==> config.mk <==
export PLATFORM = sky130hd
export DESIGN_NAME = memwb_pipe_reg
export DESIGN_NICKNAME = d
export VERILOG_FILES = /design/src/rtl/memwb_pipe_reg.sv
export SDC_FILE = /design/constraint.sdc
export NUM_CORES = 1
export LEC_CHECK = 0
export CORE_ASPECT_RATIO = 1.25
export CORE_UTILIZATION = 43
export CTS_BUF_LIST = sky130_fd_sc_hd__clkbuf_16
export DETAILED_ROUTE_END_ITERATION = 7
export PLACE_DENSITY = 0.82
export SLEW_MARGIN = 10
export SYNTH_ARGS = -nofsm -noshare
export SYNTH_HDL_FRONTEND = slang
export SYNTH_SLANG_ARGS = --single-unit
==> constraint.sdc <==
create_clock -name clk -period 6.2 [get_ports clk]
set_input_delay 0.93 -clock clk [delete_from_list [all_inputs] [get_ports clk]]
set_output_delay 0.93 -clock clk [all_outputs]
set_load 0.005 [all_outputs]
==> src/rtl/memwb_pipe_reg.sv <==
// MEM/WB pipeline register with valid/stall/flush, load alignment and extension, and WB mux.
// Optional perf counters (retired_cnt, bubble_cnt) are enabled by defining MEMWB_PERF_CNT_EN.
module memwb_pipe_reg #(
  parameter int XLEN       = 64,
  parameter int REG_ADDR_W = 5,
  parameter int CNT_W      = 32
) (
  input  logic                  clk,
  input  logic                  reset,
  input  logic                  stall_in,
  input  logic                  flush_in,
  input  logic                  valid_in,
  input  logic [XLEN-1:0]       read_data_in,
  input  logic [XLEN-1:0]       result_alu_in,
  input  logic [REG_ADDR_W-1:0] rd_in,
  input  logic [2:0]            funct3_in,
  input  logic                  memtoreg_in,
  input  logic                  regwrite_in,
  output logic                  valid_out,
  output logic [XLEN-1:0]       readdata,
  output logic [XLEN-1:0]       result_alu_out,
  output logic [REG_ADDR_W-1:0] rd,
  output logic                  Memtoreg,
  output logic                  Regwrite,
  output logic [XLEN-1:0]       wb_data
`ifdef MEMWB_PERF_CNT_EN
  ,
  output logic [CNT_W-1:0]      retired_cnt,
  output logic [CNT_W-1:0]      bubble_cnt
`endif
);

  localparam int OFF_W = $clog2(XLEN / 8);

  if (XLEN != 32 && XLEN != 64) begin : g_bad_xlen
    $error("memwb_pipe_reg: XLEN must be 32 or 64");
  end
  if (CNT_W < 1) begin : g_bad_cnt_w
    $error("memwb_pipe_reg: CNT_W must be at least 1");
  end

  typedef struct packed {
    logic                  valid;
    logic                  regwrite;
    logic                  memtoreg;
    logic [REG_ADDR_W-1:0] rd;
    logic [XLEN-1:0]       rdata;
    logic [XLEN-1:0]       alu;
  } stage_t;

  stage_t st_q, st_d;

  logic [OFF_W-1:0] off;
  logic [7:0]       lane_b;
  logic [15:0]      lane_h;
  logic [XLEN-1:0]  w_sext, w_zext;
  logic [XLEN-1:0]  ext_data;

  assign off    = result_alu_in[OFF_W-1:0];
  // Low offset bits below the access size are dropped, so misaligned loads read the aligned lane.
  assign lane_b = read_data_in[{off, 3'b000} +: 8];
  assign lane_h = read_data_in[{off[OFF_W-1:1], 4'b0000} +: 16];

  if (XLEN == 64) begin : g_word64
    logic [31:0] lane_w;
    assign lane_w = read_data_in[{off[OFF_W-1], 5'b00000} +: 32];
    assign w_sext = {{32{lane_w[31]}}, lane_w};
    assign w_zext = {32'd0, lane_w};
  end else begin : g_word32
    assign w_sext = read_data_in;
    assign w_zext = read_data_in;
  end

  always_comb begin
    ext_data = read_data_in;
    case (funct3_in)
      3'b000:  ext_data = {{(XLEN-8){lane_b[7]}}, lane_b};
      3'b100:  ext_data = {{(XLEN-8){1'b0}}, lane_b};
      3'b001:  ext_data = {{(XLEN-16){lane_h[15]}}, lane_h};
      3'b101:  ext_data = {{(XLEN-16){1'b0}}, lane_h};
      3'b010:  ext_data = w_sext;
      3'b110:  ext_data = w_zext;
      default: ext_data = read_data_in;
    endcase
  end

  always_comb begin
    st_d.valid    = valid_in;
    st_d.regwrite = regwrite_in & valid_in & (rd_in != '0);
    st_d.memtoreg = memtoreg_in & valid_in;
    st_d.rd       = rd_in;
    st_d.rdata    = ext_data;
    st_d.alu      = result_alu_in;
  end

  // Flush clears only the control bits; data fields are left as they were.
  always_ff @(posedge clk or posedge reset) begin
    if (reset) begin
      st_q <= '0;
    end else if (flush_in) begin
      st_q.valid    <= 1'b0;
      st_q.regwrite <= 1'b0;
      st_q.memtoreg <= 1'b0;
    end else if (!stall_in) begin
      st_q <= st_d;
    end
  end

  assign valid_out      = st_q.valid;
  assign Regwrite       = st_q.regwrite;
  assign Memtoreg       = st_q.memtoreg;
  assign rd             = st_q.rd;
  assign readdata       = st_q.rdata;
  assign result_alu_out = st_q.alu;
  assign wb_data        = st_q.memtoreg ? st_q.rdata : st_q.alu;

`ifdef MEMWB_PERF_CNT_EN
  logic ret_inc, bub_inc;
  assign ret_inc = !flush_in && !stall_in && valid_in;
  assign bub_inc = flush_in || (!stall_in && !valid_in);

  always_ff @(posedge clk or posedge reset) begin
    if (reset) begin
      retired_cnt <= '0;
      bubble_cnt  <= '0;
    end else begin
      if (ret_inc && retired_cnt != '1) retired_cnt <= retired_cnt + 1'b1;
      if (bub_inc && bubble_cnt  != '1) bubble_cnt  <= bubble_cnt + 1'b1;
    end
  end
`endif

endmodule
# After elaboration in Yosys (flattened, before gate mapping)
# Index checks and enable logic that the tools add are counted.
# W data, S select, Z words.
# op_classes
addsub	0
n_mul	0
n_div	0
order_cmp	0
eq_ne	6
shift	3
n_mux	4
bitwise	5
reduce_logical	3
# ops
cell	n
$pmux W64 S6	1
$mux W136	1
$mux W64	1
$shiftx A64 B7 Y16	1
$shiftx A64 B7 Y32	1
$shiftx A64 B7 Y8	1
$eq A3 B3 Y1 const B	3
$reduce_bool A5 Y1	1
$and A1 B1 Y1	3
$eq A3 B1 Y1 const B	1
$eq A3 B2 Y1 const B	1
$logic_not A3 Y1	1
$mux W3	1
$ne A2 B1 Y1 const B	1
$not A1 Y1	2
$reduce_and A2 Y1	1
# totals
ff_bits	136
latch_bits	0
ram_bits	0
mem_bits_ro	0
in_bits	143
out_inout_bits	200
wordCells	27
memories	0

# Longest topological paths before layout
# depth
depth_word	4
ltp_mapped	7
ltp_nobuf	4

# Least setup slack after synthesis
# No wires, ideal clock.
# synth_path
kind	register -> output
from	register st_q, in the netlist Memtoreg
to	output wb_data[14]
arrival_time_ns	1.401
required_time_ns	5.270
setup_slack_ns	3.869
path_stages_with_launch	4
path_buffers	2
cell_sequence	dfrtp_1 -> clkbuf_1 -> clkbuf_1 -> mux2_2
# synth_between
elab_chain_len	1
# synth_rtl
item	line_no	text
start, declared	51	stage_t st_q, st_d;
start signal, assigned	105	st_q <= st_d;
$mux W64	115	assign wb_data = st_q.memtoreg ? st_q.rdata : st_q.alu;
end, declared	25	output logic [XLEN-1:0] wb_data
# Every way passes these cells.

# Worst setup path in the final report
# layout_path
from	input result_alu_in[2]
to	register st_q, in the netlist readdata[8]
# layout_between
elab_chain_len	2
elab_cells_between_ends	4
classes_between	shift: 3; mux: 1
# layout_rtl
item	line_no	text
start, declared	14	input logic [XLEN-1:0] result_alu_in,
$shiftx A64 B7 Y32 (tied with other cells)	66	assign lane_w = read_data_in[{off[OFF_W-1], 5'b00000} +: 32];
$pmux W64 S6 *	76	case (funct3_in)
# Every way passes the cells marked *; elsewhere a longest branch is shown, timed or not.
# A chain may end at the register's enable or synchronous reset.

==> run_results.csv <==
group,metric,value,unit
run_status,status,"completed",
logic_synthesis,syn_nets,945,
pwr,netSwitchingFraction,0.286,
cts,root_buffer,"clkbuf_16",
setup_path,worstPathMaxFanout,55,
final_layout,nNetsFinal,1246,
cts,path_clk_slew,0.06,ns
logic_synthesis,yosys_warnings,0,
route,first_pass_iters,5,
logic_synthesis,netlist_area,0.00762,sq mm
sta,worstMarginPinSlew,1.13,ns
logic_synthesis,synth.largest_area_cell,"dfrtp_1",
worst_hold_path,hold_path_class,"flip-flop to flip-flop",
pwr,power,2990,uW
cts,htreeDepth,4,
pwr,clkPwrFrac,0.330,
final_layout,areaGrowthSynthToFinish,52.6,%
logic_synthesis,synth_edf_count,0,
floorplanning,core_area,0.0174,sq mm
final_layout,drive_above_1_share,0.133,
grt,grt_usage,0.308,
sta,setup-tns-final,0,ns
cts,cts_buffer_depth,2,
grt,grt_pass1_wl,42400,um
logic_synthesis,synthCells,802,
cts,clock-sinks,136,
sta,hold_viol_final,0,
grt,overflow,0,
sta,finalHoldWorstSlack,0.471,ns
sta,period_needed,3.74,ns
floorplanning,rows,54,
setup_path,startpoint_type,"primary input",
sta,finalSetupViolations,0,
grt,grt_pass1_vias,7370,
floorplanning,die_w,121,um
route,antenna_left,0,
logic_synthesis,synth_most_common_cell,"nand2_1",
setup_path,path_class,"primary input to flip-flop",
route,post_drt_wl_per_cell,21.1,um
final_layout,stdcell_count,1340,
pwr,p_int,2140,uW
cts,worstSkewPairLatency,0.42,ns
flow_run,maxCapViolCount,0,
setup_path,arrival,4.06,ns
placement,portBuffers,342,
floorplanning,die_h,151,um
final_layout,diodes,0,
cts,cts_setup_buffers,0,
logic_synthesis,ys_ff_latch,136,
logic_synthesis,synth_common_cells,"nand2_1, dfrtp_1, a21oi_1, mux2_2, nor2_1",
placement,dp_hpwl,20200,um
sta,grt_setup_unrepaired,"no",
logic_synthesis,async_flop_share,1.00,
cts,cts_tree,"built",
sta,drv_slew,0,
logic_synthesis,ys_seq_area_frac,0.447,
cts,numCtsBuffers,17,
logic_synthesis,synth_top_area_share,0.447,
route,first_iter_violations,657,
final_layout,utilization,0.667,
grt,grt_max_degree,90,
pwr,netSwitchingPower,856,uW
setup_path,worstSetupEndpointType,"flip-flop",
route,vias,7828,
placement,place.gp.congestion,0.892,
logic_synthesis,post_synth.cell_area_avg,9.50,sq um
route,drc_errors,0,
floorplanning,initial_core_util,0.437,
sta,relSlewSlack,0.248,
grt,antenna_found_initial,0,
logic_synthesis,synth_cell_types,44,
cts,ctsHoldBuffers,0,
final_layout,fillers,1449,
floorplanning,dieArea,0.0183,sq mm
pwr,power_frac_comb,0.292,
logic_synthesis,synth-main-ff-cell,"dfrtp_1",
pwr,p_per_area,257,mW/mm^2
placement,dp_cells,1308,
setup_path,worstPathRequired,6.52,ns
sta,skew,0,ns
sta,fin_crit_sh,0.604,
logic_synthesis,yosys-top-cells-area,"dfrtp_1, nand2_1, mux2_2",
pwr,power_leakage,0.00480,uW
pwr,ir_drop,0.149,mV
sta,fmax,267,MHz
route,post_drt_via_cell_ratio,5.84,
cts,cts_resized,0,
pwr,seqPwrFrac,0.378,
floorplanning,io_pins,343,
route,drt-total-wl,28300,um
==> kinds of logic after synthesis <==
family                 Yosys count  share of synthesized area
and+or+nand+nor                298                      0.163
AOI/OAI and AO/OA              199                      0.180
DFF                            136                      0.447
muxes                           93                      0.158
buffers and inverters           76                     0.0517
==> power by group through the flow <==
stage | Combinational, uW | Sequential, uW | Clock (uW)
floorplan | 317 | 1120 | 0
global placement | 854 | 1140 | 0
detailed placement | 871 | 1140 | 0
CTS | 875 | 1130 | 995
global route | 940 | 1150 | 1040
finish | 874 | 1130 | 987
==> worst max-delay path, stage by stage <==
cell and delay (ns):
clkdlybuf4s50_1 1.01, buf_4 0.40, nor2_1 0.13, a2111oi_4 0.43, nand4_4 0.72, o21ai_1 0.41
==> final timing paths <==
| path | to | slack (ns) | depth (start not counted) | start |
|---|---|---|---|---|
| worst min-delay path | rd[1]$_DFFE_PP0P_ | 0.47 | 2 | rd[1]$_DFFE_PP0P_ |
| max in group asynchronous | readdata[56]$_DFFE_PP0P_ | 4.05 | 3 | reset |
| worst min register to register | rd[1]$_DFFE_PP0P_ | 0.47 | 2 | rd[1]$_DFFE_PP0P_ |
| min in group asynchronous | result_alu_out[36]$_DFFE_PP0P_ | 1.04 | 2 | reset |
| worst max register to register | Memtoreg$_DFFE_PP0P_ | 4.66 | 3 | Memtoreg$_DFFE_PP0P_ |
| worst max-delay path | readdata[8]$_DFFE_PP0P_ | 2.46 | 6 | result_alu_in[2] |
==> final cells by class <==
cell class                      instances  area, sq um  share of cell area
Clock buffer                           17          425              0.0366
Clock inverter                         15          136              0.0117
Timing Repair Buffer                  355         3520               0.303
Inverter                                3         16.3             0.00140
Tap cell                              224          280              0.0241
Sequential cell                       136         3400               0.293
Multi-Input combinational cell        590         3840               0.330
==> stage by stage <==
stage,cell area [sq um],worst slack (ns)
final,11600,2.46
after global routing,11600,2.24
after CTS,11600,2.52
after detailed placement,11100,2.10
after global placement,11100,2.18
after floorplan,7620,1.63
==> layer usage <==
layer | track usage | wire [um] | up-vias
li1 | - | - | 3467
met1 | 0.392 | 10900 | 3801
met2 | 0.513 | 14200 | 476
met3 | 0.0576 | 2260 | 84
met4 | 0.131 | 994 | 0
met5 | 0 | 0 | -
==> layout by cell type (no fill, tap or decap), drive strengths merged <==
| master | count |
|---|---|
| clkdlybuf4s50 | 342 |
| nand2 | 220 |
| dfrtp | 136 |
| a21oi | 72 |
| mux2 | 71 |
| nor2 | 46 |
| o21ai | 35 |
| a2111oi | 33 |
| clkbuf | 17 |
| or3 | 16 |
| mux4 | 15 |
| o22a | 15 |
| a31oi | 15 |
| buf | 13 |
| o22ai | 9 |
| clkinv | 8 |
| a32oi | 7 |
| mux2i | 7 |
| o31a | 7 |
| inv | 5 |
| clkinvlp | 3 |
| nand3 | 2 |
| a21boi | 2 |
| or4 | 2 |
| nor4b | 2 |
| bufinv | 2 |
| nand4 | 2 |
| or2 | 1 |
| or2b | 1 |
| nand3b | 1 |
| a311oi | 1 |
| and2 | 1 |
| nand2b | 1 |
| nand4b | 1 |
| and3 | 1 |
| a2bb2oi | 1 |
| o211ai | 1 |
| nor2b | 1 |
| a22oi | 1 |
==> state kept, by name (all words and copies together), names as in the netlist <==
register and flops:
result_alu_out 64, rd 5, Memtoreg 1, Regwrite 1, readdata 64, valid_out 1
(Power assumes the default switching activity.)
